$ cat config.mk
export PLATFORM = sky130hd
export DESIGN_NAME = ris_frame_decoder
export DESIGN_NICKNAME = d
export VERILOG_FILES = /design/src/rtl/ris_pkg.sv /design/src/rtl/ris_serializer.sv /design/src/rtl/ris_frame_decoder.sv
export SDC_FILE = /design/constraint.sdc
export NUM_CORES = 1
export LEC_CHECK = 0
export CORE_ASPECT_RATIO = 0.5
export CORE_MARGIN = 3
export CORE_UTILIZATION = 30
export DETAILED_ROUTE_END_ITERATION = 10
export PLACE_DENSITY = 0.45
export SKIP_LAST_GASP = 1
export SLEW_MARGIN = 20
export SYNTH_ARGS = -nofsm -noshare
export SYNTH_HDL_FRONTEND = slang
export SYNTH_SLANG_ARGS = --single-unit
$ cat constraint.sdc
create_clock -name clk -period 3.81 [get_ports clk]
set_clock_uncertainty 0.2 [all_clocks]
set_input_delay 0.762 -clock clk [delete_from_list [all_inputs] [get_ports clk]]
set_output_delay 0.762 -clock clk [all_outputs]
set_load 0.05 [all_outputs]
$ cat src/rtl/ris_pkg.sv
// Shared opcode constants, command word layout and serialiser state encoding for the RIS frame decoder.
package ris_pkg;

   localparam logic [7:0] OP_WRITE = 8'h01;
   localparam logic [7:0] OP_APPLY = 8'h02;
   localparam logic [7:0] OP_CLEAR = 8'h03;

   // Byte 0 of the received word lands in the low byte.
   typedef struct packed {
      logic [7:0] value;
      logic [7:0] addr;
      logic [7:0] opcode;
   } cmd_t;

   typedef enum logic [1:0] {
      SER_IDLE  = 2'd0,
      SER_LOAD  = 2'd1,
      SER_SHIFT = 2'd2,
      SER_LATCH = 2'd3
   } ser_state_t;

endpackage

$ cat src/rtl/ris_serializer.sv
// Shifts a parallel snapshot MSB first onto a clock/data/latch chain; start is honoured only in IDLE.
// Latency: LOAD one cycle after start, first sclk rise SCLK_DIV cycles later; no backpressure.
module ris_serializer
   import ris_pkg::*;
#(
   parameter int NB       = 32,
   parameter int SCLK_DIV = 4
) (
   input  logic          clk,
   input  logic          rst,
   input  logic          start,
   input  logic [NB-1:0] snapshot,
   output logic          busy,
   output logic          ris_sclk,
   output logic          ris_sdo,
   output logic          ris_latch
);

   localparam int DW = $clog2(2 * SCLK_DIV) + 1;
   localparam int BW = $clog2(NB) + 1;
   localparam logic [DW-1:0] DIV_HALF = DW'(SCLK_DIV - 1);
   localparam logic [DW-1:0] DIV_LAST = DW'(2 * SCLK_DIV - 1);
   localparam logic [BW-1:0] BIT_LAST = BW'(NB - 1);

   ser_state_t    state_q;
   logic [DW-1:0] div_q;
   logic [BW-1:0] bit_q;
   logic [NB-1:0] shreg_q;
   logic          busy_q;
   logic          sclk_q;
   logic          sdo_q;
   logic          latch_q;

   always_ff @(posedge clk) begin
      if (rst) begin
         state_q <= SER_IDLE;
         div_q   <= '0;
         bit_q   <= '0;
         shreg_q <= '0;
         busy_q  <= 1'b0;
         sclk_q  <= 1'b0;
         sdo_q   <= 1'b0;
         latch_q <= 1'b0;
      end else begin
         case (state_q)
            SER_IDLE: begin
               if (start) begin
                  state_q <= SER_LOAD;
                  busy_q  <= 1'b1;
               end
            end
            SER_LOAD: begin
               shreg_q <= snapshot;
               sdo_q   <= snapshot[NB-1];
               sclk_q  <= 1'b0;
               div_q   <= '0;
               bit_q   <= '0;
               state_q <= SER_SHIFT;
            end
            SER_SHIFT: begin
               if (div_q == DIV_LAST) begin
                  div_q  <= '0;
                  sclk_q <= 1'b0;
                  if (bit_q == BIT_LAST) begin
                     state_q <= SER_LATCH;
                     sdo_q   <= 1'b0;
                     latch_q <= 1'b1;
                  end else begin
                     bit_q   <= bit_q + BW'(1);
                     shreg_q <= shreg_q << 1;
                     sdo_q   <= shreg_q[NB-2];
                  end
               end else begin
                  // sclk rises once the low half-period has elapsed
                  div_q  <= div_q + DW'(1);
                  sclk_q <= (div_q >= DIV_HALF);
               end
            end
            SER_LATCH: begin
               if (div_q == DIV_HALF) begin
                  div_q   <= '0;
                  latch_q <= 1'b0;
                  busy_q  <= 1'b0;
                  state_q <= SER_IDLE;
               end else begin
                  div_q <= div_q + DW'(1);
               end
            end
            default: state_q <= SER_IDLE;
         endcase
      end
   end

   assign busy      = busy_q;
   assign ris_sclk  = sclk_q;
   assign ris_sdo   = sdo_q;
   assign ris_latch = latch_q;

endmodule

$ cat src/rtl/ris_frame_decoder.sv
// Decodes UART command words into a shadow phase bank, counts rejects, and triggers the serialiser on APPLY.
// Latency: command effects land on the strobe edge; no backpressure, APPLY while busy is rejected.
module ris_frame_decoder
   import ris_pkg::*;
#(
   parameter int N_ELEM     = 16,
   parameter int PHASE_BITS = 2,
   parameter int W_IN       = 24,
   parameter int SCLK_DIV   = 4
) (
   input  logic            clk,
   input  logic            rst,
   input  logic            s_valid,
   input  logic [W_IN-1:0] s_data,
   output logic            ris_sclk,
   output logic            ris_sdo,
   output logic            ris_latch,
   output logic            busy,
   output logic            cmd_err,
   output logic [7:0]      err_count
);

   localparam int NB = N_ELEM * PHASE_BITS;

   cmd_t                  cmd;
   logic                  write_ok;
   logic                  apply_ok;
   logic                  clear_cmd;
   logic                  reject;
   logic                  ser_busy;
   logic [NB-1:0]         snapshot;
   logic [PHASE_BITS-1:0] shadow_q [N_ELEM];
   logic [PHASE_BITS-1:0] shadow_d [N_ELEM];
   logic                  cmd_err_q;
   logic                  cmd_err_d;
   logic [7:0]            err_count_q;
   logic [7:0]            err_count_d;
   logic                  unused_value;

   assign cmd          = cmd_t'(s_data);
   assign unused_value = ^cmd.value[7:PHASE_BITS];

   always_comb begin
      write_ok  = s_valid && (cmd.opcode == OP_WRITE) && (int'(cmd.addr) < N_ELEM);
      apply_ok  = s_valid && (cmd.opcode == OP_APPLY) && !ser_busy;
      clear_cmd = s_valid && (cmd.opcode == OP_CLEAR);
      reject    = s_valid && !(write_ok || apply_ok || clear_cmd);
   end

   always_comb begin
      shadow_d = shadow_q;
      for (int i = 0; i < N_ELEM; i++) begin
         if (clear_cmd) begin
            shadow_d[i] = '0;
         end else if (write_ok && (int'(cmd.addr) == i)) begin
            shadow_d[i] = cmd.value[PHASE_BITS-1:0];
         end
      end
   end

   // Element N_ELEM-1 occupies the MSBs so it leaves the chain first.
   always_comb begin
      snapshot = '0;
      for (int i = 0; i < N_ELEM; i++) begin
         snapshot[i*PHASE_BITS +: PHASE_BITS] = shadow_q[i];
      end
   end

   always_comb begin
      cmd_err_d   = reject;
      err_count_d = err_count_q;
      if (reject && (err_count_q != 8'hFF)) begin
         err_count_d = err_count_q + 8'd1;
      end
   end

   always_ff @(posedge clk) begin
      if (rst) begin
         for (int i = 0; i < N_ELEM; i++) begin
            shadow_q[i] <= '0;
         end
         cmd_err_q   <= 1'b0;
         err_count_q <= '0;
      end else begin
         shadow_q    <= shadow_d;
         cmd_err_q   <= cmd_err_d;
         err_count_q <= err_count_d;
      end
   end

   ris_serializer #(
      .NB       (NB),
      .SCLK_DIV (SCLK_DIV)
   ) u_ser (
      .clk       (clk),
      .rst       (rst),
      .start     (apply_ok),
      .snapshot  (snapshot),
      .busy      (ser_busy),
      .ris_sclk  (ris_sclk),
      .ris_sdo   (ris_sdo),
      .ris_latch (ris_latch)
   );

   assign busy      = ser_busy;
   assign cmd_err   = cmd_err_q;
   assign err_count = err_count_q;

endmodule

== Word level (Yosys, flattened, before mapping) ==
Index checks and enable logic that the tools add are counted.

* Output and inout port bits: 13
* Bits of input ports: 27
* Logic and storage cells: 125
* Register bits after elaboration: 88

* $add $sub $neg: 3
* Reductions and logical operators: 39
* Equality and inequality tests: 30
* Magnitude comparators: 2
* Multiplexer cells: 25

{| class="wikitable"
|+ Operators with widths
! operator !! number
|-
| 8-bit by 5-bit equality test with 1-bit output (second input constant) || 8
|-
| 31-bit 2-to-1 mux || 2
|-
| 31-bit one-hot mux with 2 select lines || 1
|-
| 8-bit by 4-bit equality test with 1-bit output (second input constant) || 4
|-
| 8-bit by 2-bit equality test with 1-bit output (second input constant) || 3
|-
| 1-bit logical AND || 23
|-
| 8-bit by 3-bit equality test with 1-bit output (second input constant) || 2
|-
| 6-bit 2-to-1 mux || 2
|-
| 4-bit one-hot mux with 3 select lines || 1
|-
| 6-bit one-hot mux with 2 select lines || 1
|-
| 8-bit by 1-bit adder with 8-bit output (second input constant) || 1
|-
| 8-bit by 1-bit equality test with 1-bit output (second input constant) || 1
|-
| 8-bit logical NOT || 1
|-
| 8-bit by 5-bit < comparator with 1-bit output (second input constant) || 1
|-
| 2-bit 2-to-1 mux || 4
|-
| 4-bit 2-to-1 mux || 2
|-
| 8-bit inequality test (second input constant) || 1
|-
| 1-bit one-hot mux with 2 select lines || 4
|-
| 2-bit one-hot mux with 4 select lines || 1
|-
| 4-bit AND reduction || 2
|-
| 1-bit 2-to-1 mux || 7
|-
| 6-bit by 1-bit adder with 6-bit output (second input constant) || 1
|-
| 6-bit by 5-bit equality test with 1-bit output (second input constant) || 1
|-
| 2-bit by 1-bit inequality test with 1-bit output (second input constant) || 3
|-
| other kinds (15) || 22
|}

== Depth between registers and ports, before layout ==
Gate-level depths: netlist of the first run.

* Depth in word-level cells: 8
* Gate-level depth with buffers: 8
* Gate-level depth less buffers: 7

== By module ==
A second synthesis of the first run with hierarchy kept.

* Cells, all modules: 442
* Area, all modules: 4309.1 µm²

{| class="wikitable"
|+ Modules (own cells, without submodules)
! module !! seq. area each (µm²) !! area each (µm²) !! cells each !! instances
|-
| ris_serializer || 940.9 || 2524.9 || 257 || 1
|-
| ris_frame_decoder || 820.8 || 1784.2 || 185 || 1
|}

== Least setup slack after synthesis of the first run ==
OpenSTA, ideal clock, no wires.

* Path kind: input-to-reg
* Start point: in s_data[3]
* End point: reg shadow_q[10] in the netlist's numbering
* Required time: 3.496 ns
* Setup time: 0.114 ns
* Cell stages on the path: 7
* Arrival time: 1.855 ns
* Buffers on the path: 2
* Setup slack: 1.641 ns
* Path through: nor4_2 > and3_1 > buf_6 > buf_6 > nand3_1 > mux2i_1 > nor2_1

* Longest elaborated chain between the ends: 4
* Elaborated cells between the ends (all ways): 7
* Classes of those cells: eq/ne (2); reduce/logical (5)

{| class="wikitable"
|+ RTL lines
! what !! line !! text
|-
| start, declared || ris_frame_decoder.sv:14 || <nowiki>input logic [W_IN-1:0] s_data,</nowiki>
|-
| 8-bit by 1-bit equality test with 1-bit output || ris_frame_decoder.sv:44 || <nowiki>write_ok = s_valid && (cmd.opcode == OP_WRITE) && (int'(cmd.addr) < N_ELEM);</nowiki>
|-
| 1-bit logical AND (2 in series) || ris_frame_decoder.sv:44 ||
|-
| 1-bit logical AND || ris_frame_decoder.sv:55 || <nowiki>end else if (write_ok && (int'(cmd.addr) == i)) begin</nowiki>
|-
| end signal, assigned || ris_frame_decoder.sv:85 || <nowiki>shadow_q <= shadow_d;</nowiki>
|-
| end, declared || ris_frame_decoder.sv:32 || <nowiki>logic [PHASE_BITS-1:0] shadow_q [N_ELEM];</nowiki>
|}

Several ways; a longest one is shown, not always the timed one.
A chain may end at the register's enable or synchronous reset.

== Worst setup path in the final report of the first run ==
* Start point: in s_data[3]
* End point: reg shadow_q[28] in the netlist's numbering

The elaborated chain is that of the path after synthesis.

==> reports/qor.yml, run 1 <==
status: "complete, no violations"
antenna_found_initial: 0
finalNetCount: 486
p_per_area_nw_per_um2: 431
cts_root_buffer: "clkbuf_16"
rows: 29
synth-async-reset-ratio_pct: 0
seqPwrFrac_pct: 48.7
regArea_um2: 1760
final.period_utilization_pct: 68.8
worstPathArrival_ns: 2.64
clk_pin_slew_worst_paths_ns: 0.06
synth_area_per_cell_um2: 9.52
synthFlopType: "dfxtp_1"
die-area_um2: 15100
fin_util_pct: 36.8
p_int_w: 0.00154
tns_ns: 0
hold_violations: 0
dp_hpwl_um: 6090
synthCells: 429
port_buffers: 33
wirelength_um: 9090
critPathLaunchType: "primary input"
drc: 0
grtUsageTotal_pct: 13.1
vias_per_cell: 4.91
p_comb_share_pct: 12.3
cp.required_ns: 3.82
pin_count: 40
synth_edf_count: 0
clkPwrFrac_pct: 39.1
crit_path_max_fanout: 32
synthesis.area_um2: 4080
cp-end-kind: "flop"
die_y_um: 88.5
grt_pass1_vias: 3076
die_w_um: 171
ant_nets: 0
vias: 3062
numCtsBuffers: 9
clockBufferDepth: 2
yosysSeqAreaShare_pct: 43.1
final_common_cell: "dfxtp_1"
slew_viol_final: 0
grt_pass1_wl_um: 15500
post_cts_buffers: 0
max_slew.worst_pin.slew_ns: 0.763
vdd_drop_max_uv: 193
initial_utilization_pct: 31.4
drv_cap: 0
fmax_mhz: 381
htreeDepth: 3
yosysUniqueCellTypes: 55
place.gp.congestion: 0.760
grt.overflow.total: 0
nFillCells: 1339
hold_buffers: 0
multi_input_area_um2: 2150
ctsResizeCount: 0
netSwitchingFraction_pct: 25.2
critPathKind: "in2reg"
clock_latency_ns: 0.34
drt_pass1_iterations: 4
grt_max_degree: 37
drt_iter0_drc: 150
rsz0062_at_grt: "no"
leakagePower_nw: 1.74
p_switching_w: 0.000519
hold_class: "reg2reg"
final_cell_mix: "88 x dfxtp_1, 81 x nor2_1, 65 x mux2i_1"
antenna_cells: 0
area_growth_pct: 17.2
layout-drive-gt1-share_pct: 8.81
setup_viol: 0
ys_warn_count: 0
relSlewSlack_pct: 48.9
totalPowerFinal_w: 0.00206
syn_nets: 463
synth_seq_cells: 88
cts_tree: "done"
fin_crit_ns: 2.62
fp.coreArea_um2: 13000
drt-wirelength-per-cell_um: 14.6
cts_sinks: 88
[through the flow]
step           cell area, um^2  hold WS (ns)  cells  setup WS, ns
2_1_floorplan             4080         0.236    429          1.64
3_3_place_gp              4520         0.250    611         0.843
3_5_place_dp              4520         0.248    611         0.808
4_1_cts                   4780         0.259    624          1.16
5_1_grt                   4780         0.284    624         0.905
6_report                  4780         0.259    624          1.19
[Yosys cell counts, types with 5 or more instances]
cell      number  area (um^2)
clkbuf_1      10         37.5
ha_1           7         87.6
nor2_1        81          304
a211oi_2      10          125
buf_4          6         45.0
o21ai_0        8         40.0
mux2i_1       65          651
nor2b_1        6         37.5
a21oi_1       14         70.1
dfxtp_1       88         1760
nand3_1       21          105
buf_2          9         45.0
inv_1          5         18.8
nand2_1       11         41.3
a211oi_1      21          158
nand2b_1       8         50.1
nand4_1        6         37.5
[final cells by class]
class	count	share of cell area, %
clock buffers	12	5.36
repair buffers	40	7.90
flip-flops and latches	88	36.8
well taps	170	4.45
inverters	5	0.392
clock inverters	1	0.105
multi-input cells	308	45.0
[layer usage]
metal | vias to the layer above | share of wire, % | GRT usage (%)
met4 | 0 | 1.2 | 3.50
met2 | 31 | 43 | 21.5
met1 | 1440 | 53 | 16.9
met5 | - | 0 | 0
met3 | 10 | 3.2 | 3.93
li1 | 1581 | - | -
[worst max-delay path: stages]
cell and delay, ns:
clkdlybuf4s50_1 0.41, nor4_2 0.42, and3_1 0.21, buf_4 0.21
nand3_1 0.10, nand2_1 0.08, buf_4 0.34, nor2_1 0.09
[power by group through the flow]
stage / combinational (W) / clock [W] / sequential (W)
after CTS: 0.000258 / 0.000839 / 0.00100
after global placement: 0.000253 / 0 / 0.00102
after detailed placement: 0.000258 / 0 / 0.00102
after global routing: 0.000288 / 0.000879 / 0.00101
after floorplan: 0.000180 / 0 / 0.00103
final: 0.000253 / 0.000807 / 0.00100
[registers in the layout, summed over array words and instances, names as in the netlist, 2 cells and up]
name	count
u_ser.div_q	4
u_ser.shreg_q	31
u_ser.bit_q	6
u_ser.state_q	2
err_count	8
shadow_q	32
[final timing paths]
| kind | to | cells after the start | start | slack [ns] |
|---|---|---|---|---|
| max | shadow_q[28] | 8 | s_data[3] | 1.19 |
| min | u_ser.shreg_q[0] | 2 | shadow_q[30] | 0.26 |
| max reg2reg | u_ser.shreg_q[10] | 7 | u_ser.div_q[0] | 1.24 |
| min reg2reg | u_ser.shreg_q[0] | 2 | shadow_q[30] | 0.26 |
[logic make-up after synthesis]
| family | synth area share, % |
|---|---|
| flip-flops | 43.1 |
| buffers and inverters | 4.23 |
| XOR/XNOR | 1.07 |
| multiplexers | 15.9 |
| AO/OA/AOI/OAI | 14.5 |
| adder cells (fa/ha/maj) | 2.14 |
| AND/OR/NAND/NOR | 19.0 |
No activity file was read; power rests on OpenSTA's default activity.
==> run 2: changes to the inputs <==
clock period = 2.7 ns   (was 3.81 ns; I/O delays follow)
==> run 2 against run 1 <==
Global-route usage decreased by 0.095 points; sequential share of layout area decreased by 0.84 points; power increased by 46%; die area unchanged; design area increased by 2.3%; critical path type is now reg2out; largest cell class unchanged.
==> reports/qor.yml, run 2 (synthesized netlist as in run 1, its figures left out) <==
status: "complete, no violations"
min_to: "u_ser.ris_sclk"
wl_met1_um: 4790
largest_reg_flops: 32
hold_class: "reg2reg"
ctsResizeCount: 0
grt_pass1_vias: 2977
seqPwrFrac_pct: 46.9
drv_cap: 0
crit_path_max_fanout: 7
initial_utilization_pct: 31.4
fmax_mhz: 426
drc: 0
cp-end-kind: "output port"
vias_per_cell: 4.84
r2r-start: "u_ser.div_q[0]"
cts_tree: "done"
antenna_found_initial: 0
rr_worst_depth: 7
port_buffers: 33
cts_sinks: 88
post_cts_buffers: 0
cp_slowest_cell: "clkdlybuf4s50_1"
totalPowerFinal_w: 0.00302
area_growth_pct: 19.9
dpl.cell_count: 619
hold_path_depth: 2
p_int_w: 0.00224
cp.required_ns: 1.96
hold_buffers: 0
netSwitchingFraction_pct: 25.7
fp.coreArea_um2: 13000
tns_ns: 0
hp-start: "u_ser.ris_sclk"
worstPathArrival_ns: 1.60
numCtsBuffers: 9
htreeDepth: 3
place.gp.congestion: 0.727
clock_latency_ns: 0.34
setup_viol: 0
drt_pass1_iterations: 5
grtUsageTotal_pct: 13.0
crit_family: "buffers and inverters"
vdd_drop_max_uv: 303
relSlewSlack_pct: 66.1
fin_crit_ns: 2.34
leakagePower_nw: 1.80
critPathLaunchType: "flop"
final_cell_mix: "88 x dfxtp_1, 81 x nor2_1, 65 x mux2i_1"
max_slew.worst_pin.slew_ns: 0.507
p_switching_w: 0.000777
grt_max_degree: 39
critPathMaxStageDelay_ns: 0.84
finalNetCount: 494
die_w_um: 171
wirelength_um: 9180
final_common_cell: "dfxtp_1"
clkPwrFrac_pct: 40.9
antenna_cells: 0
die-area_um2: 15100
hold_violations: 0
wl_met3_um: 380
nFillCells: 1311
regMostFlops: "shadow_q"
fin_cells: 634
met2WireLength_um: 3890
critPathKind: "reg2out"
p_comb_share_pct: 12.2
grt.overflow.total: 0
layout-drive-gt1-share_pct: 10.8
routed.top_layer: "met4"
grt_pass1_wl_um: 15600
rows: 29
p_per_area_nw_per_um2: 617
fin_util_pct: 37.7
path_cells: "clkdlybuf4s50_1"
cts_root_buffer: "clkbuf_16"
drt-wirelength-per-cell_um: 14.5
path_buf_inv: 1
vias: 3069
r2r_setup_slack_ns: 0.51
clockBufferDepth: 2
die_y_um: 88.5
slew_viol_final: 0
rsz0062_at_grt: "no"
final.period_utilization_pct: 86.8
ant_nets: 0
rr_endpoint: "u_ser.shreg_q[3]"
clk_pin_slew_worst_paths_ns: 0.06
dp_hpwl_um: 6100
drt_iter0_drc: 125
pin_count: 40
-- run 2: worst max-delay path by stage --
stage	start	end	slack, ns	cells after the start
floorplan	err_count[0]	err_count[6]	0.73	4
global placement	s_data[15]	shadow_q[1]	0.12	6
detailed placement	s_data[15]	shadow_q[1]	0.13	6
CTS	err_count[3]	err_count[3]	0.34	1
global route	u_ser.div_q[0]	u_ser.shreg_q[11]	0.27	7
finish	err_count[3]	err_count[3]	0.36	1
-- run 2: metrics by stage --
step	cell area, um^2	hold slack (ns)	setup WS, ns
CTS	4900	0.271	0.337
global route	4900	0.296	0.266
floorplan	4080	0.236	0.730
global placement	4610	0.255	0.118
detailed placement	4610	0.262	0.126
finish	4900	0.269	0.355
-- run 2: worst reg2reg max path, delay by kind of cell (launching register included) --
family	cells	cell delay, ns
buffers and inverters	1	0.40
adder cells (fa/ha/maj)	1	0.24
AND/OR/NAND/NOR	2	0.32
flip-flops	1	0.37
AO/OA/AOI/OAI	3	0.58
-- run 2: metal layers --
metal | track usage, % | up-vias
met5 | 0 | -
li1 | - | 1605
met3 | 3.26 | 10
met4 | 3.87 | 0
met2 | 20.2 | 43
met1 | 17.9 | 1411
-- run 2: power groups by stage --
stage	clock [W]	combinational, W	sequential, W
2_1_floorplan	0	0.000254	0.00145
3_3_place_gp	0	0.000369	0.00144
3_5_place_dp	0	0.000373	0.00144
4_1_cts	0.00128	0.000375	0.00142
5_1_grt	0.00133	0.000414	0.00143
6_report	0.00124	0.000369	0.00141
-- run 2: final cells by class --
cell class	instances	area, um^2	area share (%)
Multi-Input combinational cell	308	2150	44.0
Sequential cell	88	1760	36.0
Timing Repair Buffer	48	463	9.46
Clock buffer	10	229	4.68
Tap cell	170	213	4.34
Clock inverter	5	58.8	1.20
Inverter	5	18.8	0.383
